`src/rtl/bp_me_pkg.sv`:
```
// Shared BedRock stream/burst types: converter FSM states, header low fields, config helpers.
// Header layout, LSB first: msg_type, msg_size, paddr, payload.
package bp_me_pkg;

   typedef enum logic [0:0] {e_bp_default_cfg} bp_params_e;

   typedef enum logic [0:0] {e_first, e_stream} bp_me_stream_to_burst_state_e;

   typedef enum logic [2:0] {
      e_bedrock_msg_size_1,
      e_bedrock_msg_size_2,
      e_bedrock_msg_size_4,
      e_bedrock_msg_size_8,
      e_bedrock_msg_size_16,
      e_bedrock_msg_size_32,
      e_bedrock_msg_size_64,
      e_bedrock_msg_size_128
   } bp_bedrock_msg_size_e;

   typedef struct packed {
      bp_bedrock_msg_size_e msg_size;
      logic [3:0]           msg_type;
   } bp_bedrock_hdr_lo_s;

   localparam int dword_width_gp    = 64;
   localparam int cce_block_width_p = 512;

   function automatic int bp_paddr_width(input bp_params_e cfg);
      case (cfg)
         e_bp_default_cfg: return 40;
         default:          return 40;
      endcase
   endfunction

endpackage

```
`src/rtl/bp_me_stream_beat_counter.sv`:
```
// Beat counter: counts data handshakes within a message and flags the beat msg_size says is final.
// Registered count, combinational is_last; no flow control of its own.
module bp_me_stream_beat_counter
   import bp_me_pkg::*;
#(
   parameter int data_width_p  = dword_width_gp,
   parameter int block_width_p = cce_block_width_p,
   localparam int cnt_width_lp = $clog2(block_width_p / data_width_p) + 1
) (
   input  logic                    i_clk,
   input  logic                    i_rst_n,
   input  bp_bedrock_msg_size_e    i_size,
   input  logic                    i_inc,
   input  logic                    i_clr,
   output logic [cnt_width_lp-1:0] o_cnt,
   output logic                    o_is_last
);

   logic [cnt_width_lp-1:0] r_cnt;
   logic [31:0]             w_beats;
   logic [cnt_width_lp-1:0] w_last_idx;

   // Messages narrower than one beat still occupy a full beat.
   assign w_beats    = (32'd8 << i_size) / 32'(data_width_p);
   assign w_last_idx = (w_beats == 32'd0) ? '0 : cnt_width_lp'(w_beats - 32'd1);

   always_ff @(posedge i_clk or negedge i_rst_n) begin
      if (!i_rst_n) begin
         r_cnt <= '0;
      end else if (i_inc) begin
         r_cnt <= i_clr ? '0 : r_cnt + cnt_width_lp'(1);
      end
   end

   assign o_cnt     = r_cnt;
   assign o_is_last = (r_cnt == w_last_idx);

endmodule

```
`src/rtl/bp_me_stream_to_burst.sv`:
```
// Stream-to-burst converter: zero-latency pass-through, header sent once per message, every beat forwarded.
// Input stalls until all required burst handshakes for the beat complete; BP_ME_STREAM_TO_BURST_CHECK_EN adds sticky error_o.
module bp_me_stream_to_burst
   import bp_me_pkg::*;
#(
   parameter bp_params_e  bp_params_p     = e_bp_default_cfg,
   parameter int          data_width_p    = dword_width_gp,
   parameter int          payload_width_p = 8,
   parameter int          block_width_p   = cce_block_width_p,
   parameter logic [15:0] payload_mask_p  = '0,
   localparam int bp_header_width_lp = payload_width_p + bp_paddr_width(bp_params_p)
                                       + $bits(bp_bedrock_hdr_lo_s)
) (
   input  logic                          clk_i,
   input  logic                          reset_n_i,
   input  logic [bp_header_width_lp-1:0] in_msg_header_i,
   input  logic [data_width_p-1:0]       in_msg_data_i,
   input  logic                          in_msg_v_i,
   input  logic                          in_msg_last_i,
   output logic                          in_msg_ready_and_o,
   output logic [bp_header_width_lp-1:0] out_msg_header_o,
   output logic                          out_msg_header_v_o,
   output logic                          out_msg_has_data_o,
   input  logic                          out_msg_header_ready_and_i,
   output logic [data_width_p-1:0]       out_msg_data_o,
   output logic                          out_msg_data_v_o,
   output logic                          out_msg_last_o,
`ifdef BP_ME_STREAM_TO_BURST_CHECK_EN
   output logic                          error_o,
`endif
   input  logic                          out_msg_data_ready_and_i
);

   localparam int cnt_width_lp = $clog2(block_width_p / data_width_p) + 1;

   bp_me_stream_to_burst_state_e r_state, w_state_nxt;
   logic                    r_hdr_done, r_data_done;
   bp_bedrock_hdr_lo_s      w_hdr_lo;
   logic                    w_has_data, w_in_v, w_hdr_v, w_data_v, w_in_rdy;
   logic                    w_hdr_hs, w_data_hs, w_in_hs;
   logic [cnt_width_lp-1:0] w_cnt;
   logic                    w_is_last;

   assign w_hdr_lo   = bp_bedrock_hdr_lo_s'(in_msg_header_i[$bits(bp_bedrock_hdr_lo_s)-1:0]);
   assign w_has_data = payload_mask_p[w_hdr_lo.msg_type];
   // Reset also gates the combinational path so no valid or ready escapes while it is held.
   assign w_in_v     = in_msg_v_i & reset_n_i;

   always_comb begin
      w_state_nxt = r_state;
      w_hdr_v     = 1'b0;
      w_data_v    = 1'b0;
      w_in_rdy    = 1'b0;
      case (r_state)
         e_first: begin
            w_hdr_v  = w_in_v & ~r_hdr_done;
            w_data_v = w_in_v & w_has_data & ~r_data_done;
            w_in_rdy = reset_n_i & (r_hdr_done | out_msg_header_ready_and_i)
                       & (~w_has_data | r_data_done | out_msg_data_ready_and_i);
            if (w_in_v & w_in_rdy & w_has_data & ~in_msg_last_i) begin
               w_state_nxt = e_stream;
            end
         end
         e_stream: begin
            w_data_v = w_in_v;
            w_in_rdy = reset_n_i & out_msg_data_ready_and_i;
            if (w_in_v & w_in_rdy & in_msg_last_i) begin
               w_state_nxt = e_first;
            end
         end
         default: w_state_nxt = e_first;
      endcase
   end

   assign w_hdr_hs  = w_hdr_v & out_msg_header_ready_and_i;
   assign w_data_hs = w_data_v & out_msg_data_ready_and_i;
   assign w_in_hs   = w_in_v & w_in_rdy;

   always_ff @(posedge clk_i or negedge reset_n_i) begin
      if (!reset_n_i) begin
         r_state     <= e_first;
         r_hdr_done  <= 1'b0;
         r_data_done <= 1'b0;
      end else begin
         r_state <= w_state_nxt;
         if (w_in_hs) begin
            r_hdr_done  <= 1'b0;
            r_data_done <= 1'b0;
         end else begin
            if (w_hdr_hs)  r_hdr_done  <= 1'b1;
            if (w_data_hs) r_data_done <= 1'b1;
         end
      end
   end

   bp_me_stream_beat_counter #(
      .data_width_p (data_width_p),
      .block_width_p(block_width_p)
   ) u_beat_counter (
      .i_clk    (clk_i),
      .i_rst_n  (reset_n_i),
      .i_size   (w_hdr_lo.msg_size),
      .i_inc    (w_data_hs),
      .i_clr    (in_msg_last_i),
      .o_cnt    (w_cnt),
      .o_is_last(w_is_last)
   );

   assign in_msg_ready_and_o = w_in_rdy;
   assign out_msg_header_o   = in_msg_header_i;
   assign out_msg_header_v_o = w_hdr_v;
   assign out_msg_has_data_o = w_has_data;
   assign out_msg_data_o     = in_msg_data_i;
   assign out_msg_data_v_o   = w_data_v;
   assign out_msg_last_o     = in_msg_last_i & w_data_v;

`ifdef BP_ME_STREAM_TO_BURST_CHECK_EN
   logic [bp_header_width_lp-1:0] r_first_hdr;
   logic                          r_error;
   logic                          w_err_last, w_err_hdr, w_err_nolast;
   logic                          w_unused_cnt;

   assign w_err_last   = w_data_hs & (in_msg_last_i != w_is_last);
   assign w_err_hdr    = (r_state == e_stream) & w_in_v & (in_msg_header_i != r_first_hdr);
   assign w_err_nolast = (r_state == e_first) & w_in_v & ~w_has_data & ~in_msg_last_i;
   assign w_unused_cnt = ^w_cnt;

   always_ff @(posedge clk_i or negedge reset_n_i) begin
      if (!reset_n_i) begin
         r_first_hdr <= '0;
         r_error     <= 1'b0;
      end else begin
         if ((r_state == e_first) & w_in_hs) r_first_hdr <= in_msg_header_i;
         r_error <= r_error | w_err_last | w_err_hdr | w_err_nolast;
      end
   end

   assign error_o = r_error;
`else
   logic w_unused_cnt;
   assign w_unused_cnt = ^{w_cnt, w_is_last};
`endif

endmodule

```
`config.mk`:
```
export PLATFORM = sky130hd
export DESIGN_NAME = bp_me_stream_to_burst
export DESIGN_NICKNAME = d
export VERILOG_FILES = /design/src/rtl/bp_me_pkg.sv /design/src/rtl/bp_me_stream_beat_counter.sv /design/src/rtl/bp_me_stream_to_burst.sv
export SDC_FILE = /design/constraint.sdc
export NUM_CORES = 1
export LEC_CHECK = 0
export BUFFER_PORTS_ARGS = -buffer_cell sky130_fd_sc_hd__buf_2
export CAP_MARGIN = 15
export CORE_AREA = 5 5 94 96
export CTS_BUF_LIST = sky130_fd_sc_hd__clkbuf_8
export DETAILED_ROUTE_END_ITERATION = 12
export DIE_AREA = 0 0 99 101
export GPL_TIMING_DRIVEN = 0
export SLEW_MARGIN = 30
export SYNTH_ARGS = -nofsm -noshare
export SYNTH_HDL_FRONTEND = slang
export SYNTH_HIERARCHICAL = 1
export SYNTH_SLANG_ARGS = --single-unit
export TNS_END_PERCENT = 5
```
`constraint.sdc`:
```
create_clock -name clk_i -period 1.2 [get_ports clk_i]
set_input_delay 0 -clock clk_i [delete_from_list [all_inputs] [get_ports clk_i]]
set_output_delay 0 -clock clk_i [all_outputs]
set_load 0.02 [all_outputs]
```
==> impl_results.md <==
- Status: finished, final reports clean
- Row cnt: 33
- Crit path kind: in2out
- FMAX: 915 MHz
- Vias in the first global route: 1156
- First-pass GRT wire length: around 5.6 mm
- Total grt overflow: 0
- Clk sinks: 2
- Synth cell types: 12
- Syn. warnings: 6
- GP Congestion: 0.873
- Detailed-route DRC error count: 0
- Final HPWL DP: between 4 and 5 mm
- Total GRT Usage: under 10%
- Combinational fraction of design power: 71.2%
- Yosys reg bits: 2
- Crit. End Element: output port
- DIE AREA: 10000 sq um
- # IOs: about 250
- CTS H-tree depth: 1
- PwrDens: 626 nW/um^2
- Clk_lat worst skew: roughly 0.21 ns
- Drt initial violations: 1
- Total power: 1.15 mW
- Clock Skews: 0.000733 ns
- Clock share of power: 22.5%
- LEAKAGE: 1.16 nW
- Initial Util: 12.7%
- Count of final setup violators: 0
- Final Hold Fails: 0
- Mapped Avg Cell Area: roughly 7.6 sq um
- Post-synth EDFFs: 0
- Clock buffer depth: 2
- Wire per inst: 11.4 um
- Synth Flop Type: dfrtp_1
- Area contributors post-synth: buf_4 (89%), dfrtp_1 (4.9%), o311a_1 (0.99%)
- Mapped Nets: 259
- ANT cells: 0
- Port buffer count: 128
- RSZ-0062 raised after global routing: no
- Maxcap violations: 0
- Largest net degree at the start of global routing: 8
- Post-synth top area cell: buf_4
- NumNets Final: 393
- Core area: approximately 8000 sq um
- Detail Route Antenna Nets: 0
- CP max FO: 7
- Clock root buffer: clkbuf_8
- Synth async-reset ratio: 100%
- Startpoint types: input port
- Setup TNS: 0 ns
- Initial antenna violation count: 0
- Post-CTS Hold Fix Bufs: 1
- Worst EP required: 1.20 ns
- Post-CTS setup buffers: 0
- Vias: around 1.2k
- Gate count of the mapped netlist: 134
- Most frequent cell after synthesis: buf_4
- HP Class: in2reg
- Maximum VDD drop: 0.205 mV
- Share of layout cells above drive strength 1: between 90 and 100%
- Area fraction of the dominant cell type after synthesis: 88.8%
- Internal power: 0.679 mW
- Switching power: 0.471 mW
- Clock transition at path regs: 0.03 ns
- Switching share of power: 40.9%
- Via density: 3.14
- Die Width: 99 um
- Syn Std Cell Area: 1010 sq um
- Placed cell area: 1790 sq um
- Crit path time final: around 1.1 ns
- Max-slew violation count: 0
- Sequential area share after synthesis: 4.93%
- Sequential share of power: 6.2%
- Commonest cells post-synth: buf_4 (120), dfrtp_1 (2), inv_1 (2), nor2_1 (2)
- Area delta synth->final: 81.1%
- CTS tree: done
- Die Span Y: 101 um
- Drt total wl: 4.22 mm
- Crit path DAT: 1.09 ns
- CTS Buf Count: 3
- Period utilization: 91.1%
- Design Area, Final: 1840 sq um
- Filler instances: 852
- Post-CTS resize count: 0
- Drt first pass iters: 3
kinds of logic after synthesis:
group           count (synthesis)  synth area share, %
flops                           2                 4.93
simple gates                    6                 2.71
other cells                     1                0.370
buf+inv                       122                 89.5
compound gates                  3                 2.47
flip-flops by register name, indices dropped and copies added, names as in the netlist:
signal      count
r_state         1
r_hdr_done      1
critical path, cell delays in order:
cell	delay [ns]
dlygate4sd3_1	0.52
buf_2	0.17
nand2_1	0.08
nor3_1	0.14
buf_2	0.19
layout make-up:
type                       instances  area (sq um)  area share [%]
timing repair buffer             129           651            35.4
sequential                         2          50.0            2.72
buffer                           120           901            49.0
tap                              105           131            7.15
multi-input combinational         10          56.3            3.06
clock buffer                       3          41.3            2.25
inverter                           2          7.51           0.408
worst paths after layout:
path	start	cells past startpoint	end	slack, ns
setup / recovery	reset_n_i	5	out_msg_header_v_o	0.11
hold / removal	out_msg_data_ready_and_i	2	r_state$_DFF_PN0_	0.03
setup reg to reg	r_state$_DFF_PN0_	2	r_hdr_done$_DFFE_PN0P_	0.47
hold reg to reg	r_hdr_done$_DFFE_PN0P_	2	r_hdr_done$_DFFE_PN0P_	0.51
max in group asynchronous	reset_n_i	2	r_state$_DFF_PN0_	0.93
min in group asynchronous	reset_n_i	2	r_hdr_done$_DFFE_PN0P_	0.14
metal layers:
layer	global-route usage [%]	part of all wire, %	vias to the layer above
met5	0	0	-
met1	6.80	29	479
met3	2.49	16	2
met4	1.89	0.36	0
met2	13.2	54	131
li1	-	-	552
power groups by stage:
stage / combinational [mW] / sequential, mW / clock (mW)
after floorplan: 0.601 / 0.0720 / 0
after global placement: 0.824 / 0.0722 / 0
after detailed placement: 0.826 / 0.0723 / 0
after CTS: 0.831 / 0.0716 / 0.270
after global routing: 0.867 / 0.0721 / 0.278
final: 0.819 / 0.0717 / 0.259
placed cells by master (no fill, tap or decap):
cell and n:
a31oi_1 1, a41oi_1 1, buf_2 128, buf_4 120
clkbuf_8 3, conb_1 1, dfrtp_1 2, dlygate4sd3_1 1
inv_1 2, nand2_1 1, nand2b_1 1, nand3_1 1
nor2_1 2, nor3_1 1, o311a_1 1
per-stage QoR:
stage	worst slack, ns	hold slack [ns]	utilization (%)	cells
2_1_floorplan	0.318	-0.296	-	134
3_3_place_gp	0.322	-0.185	22.4	367
3_5_place_dp	0.330	-0.182	22.4	367
4_1_cts	0.0966	0.0236	23.1	371
5_1_grt	0.0562	0.0424	23.1	371
6_report	0.107	0.0256	23.1	371
Power figures use the tool's default switching activity.
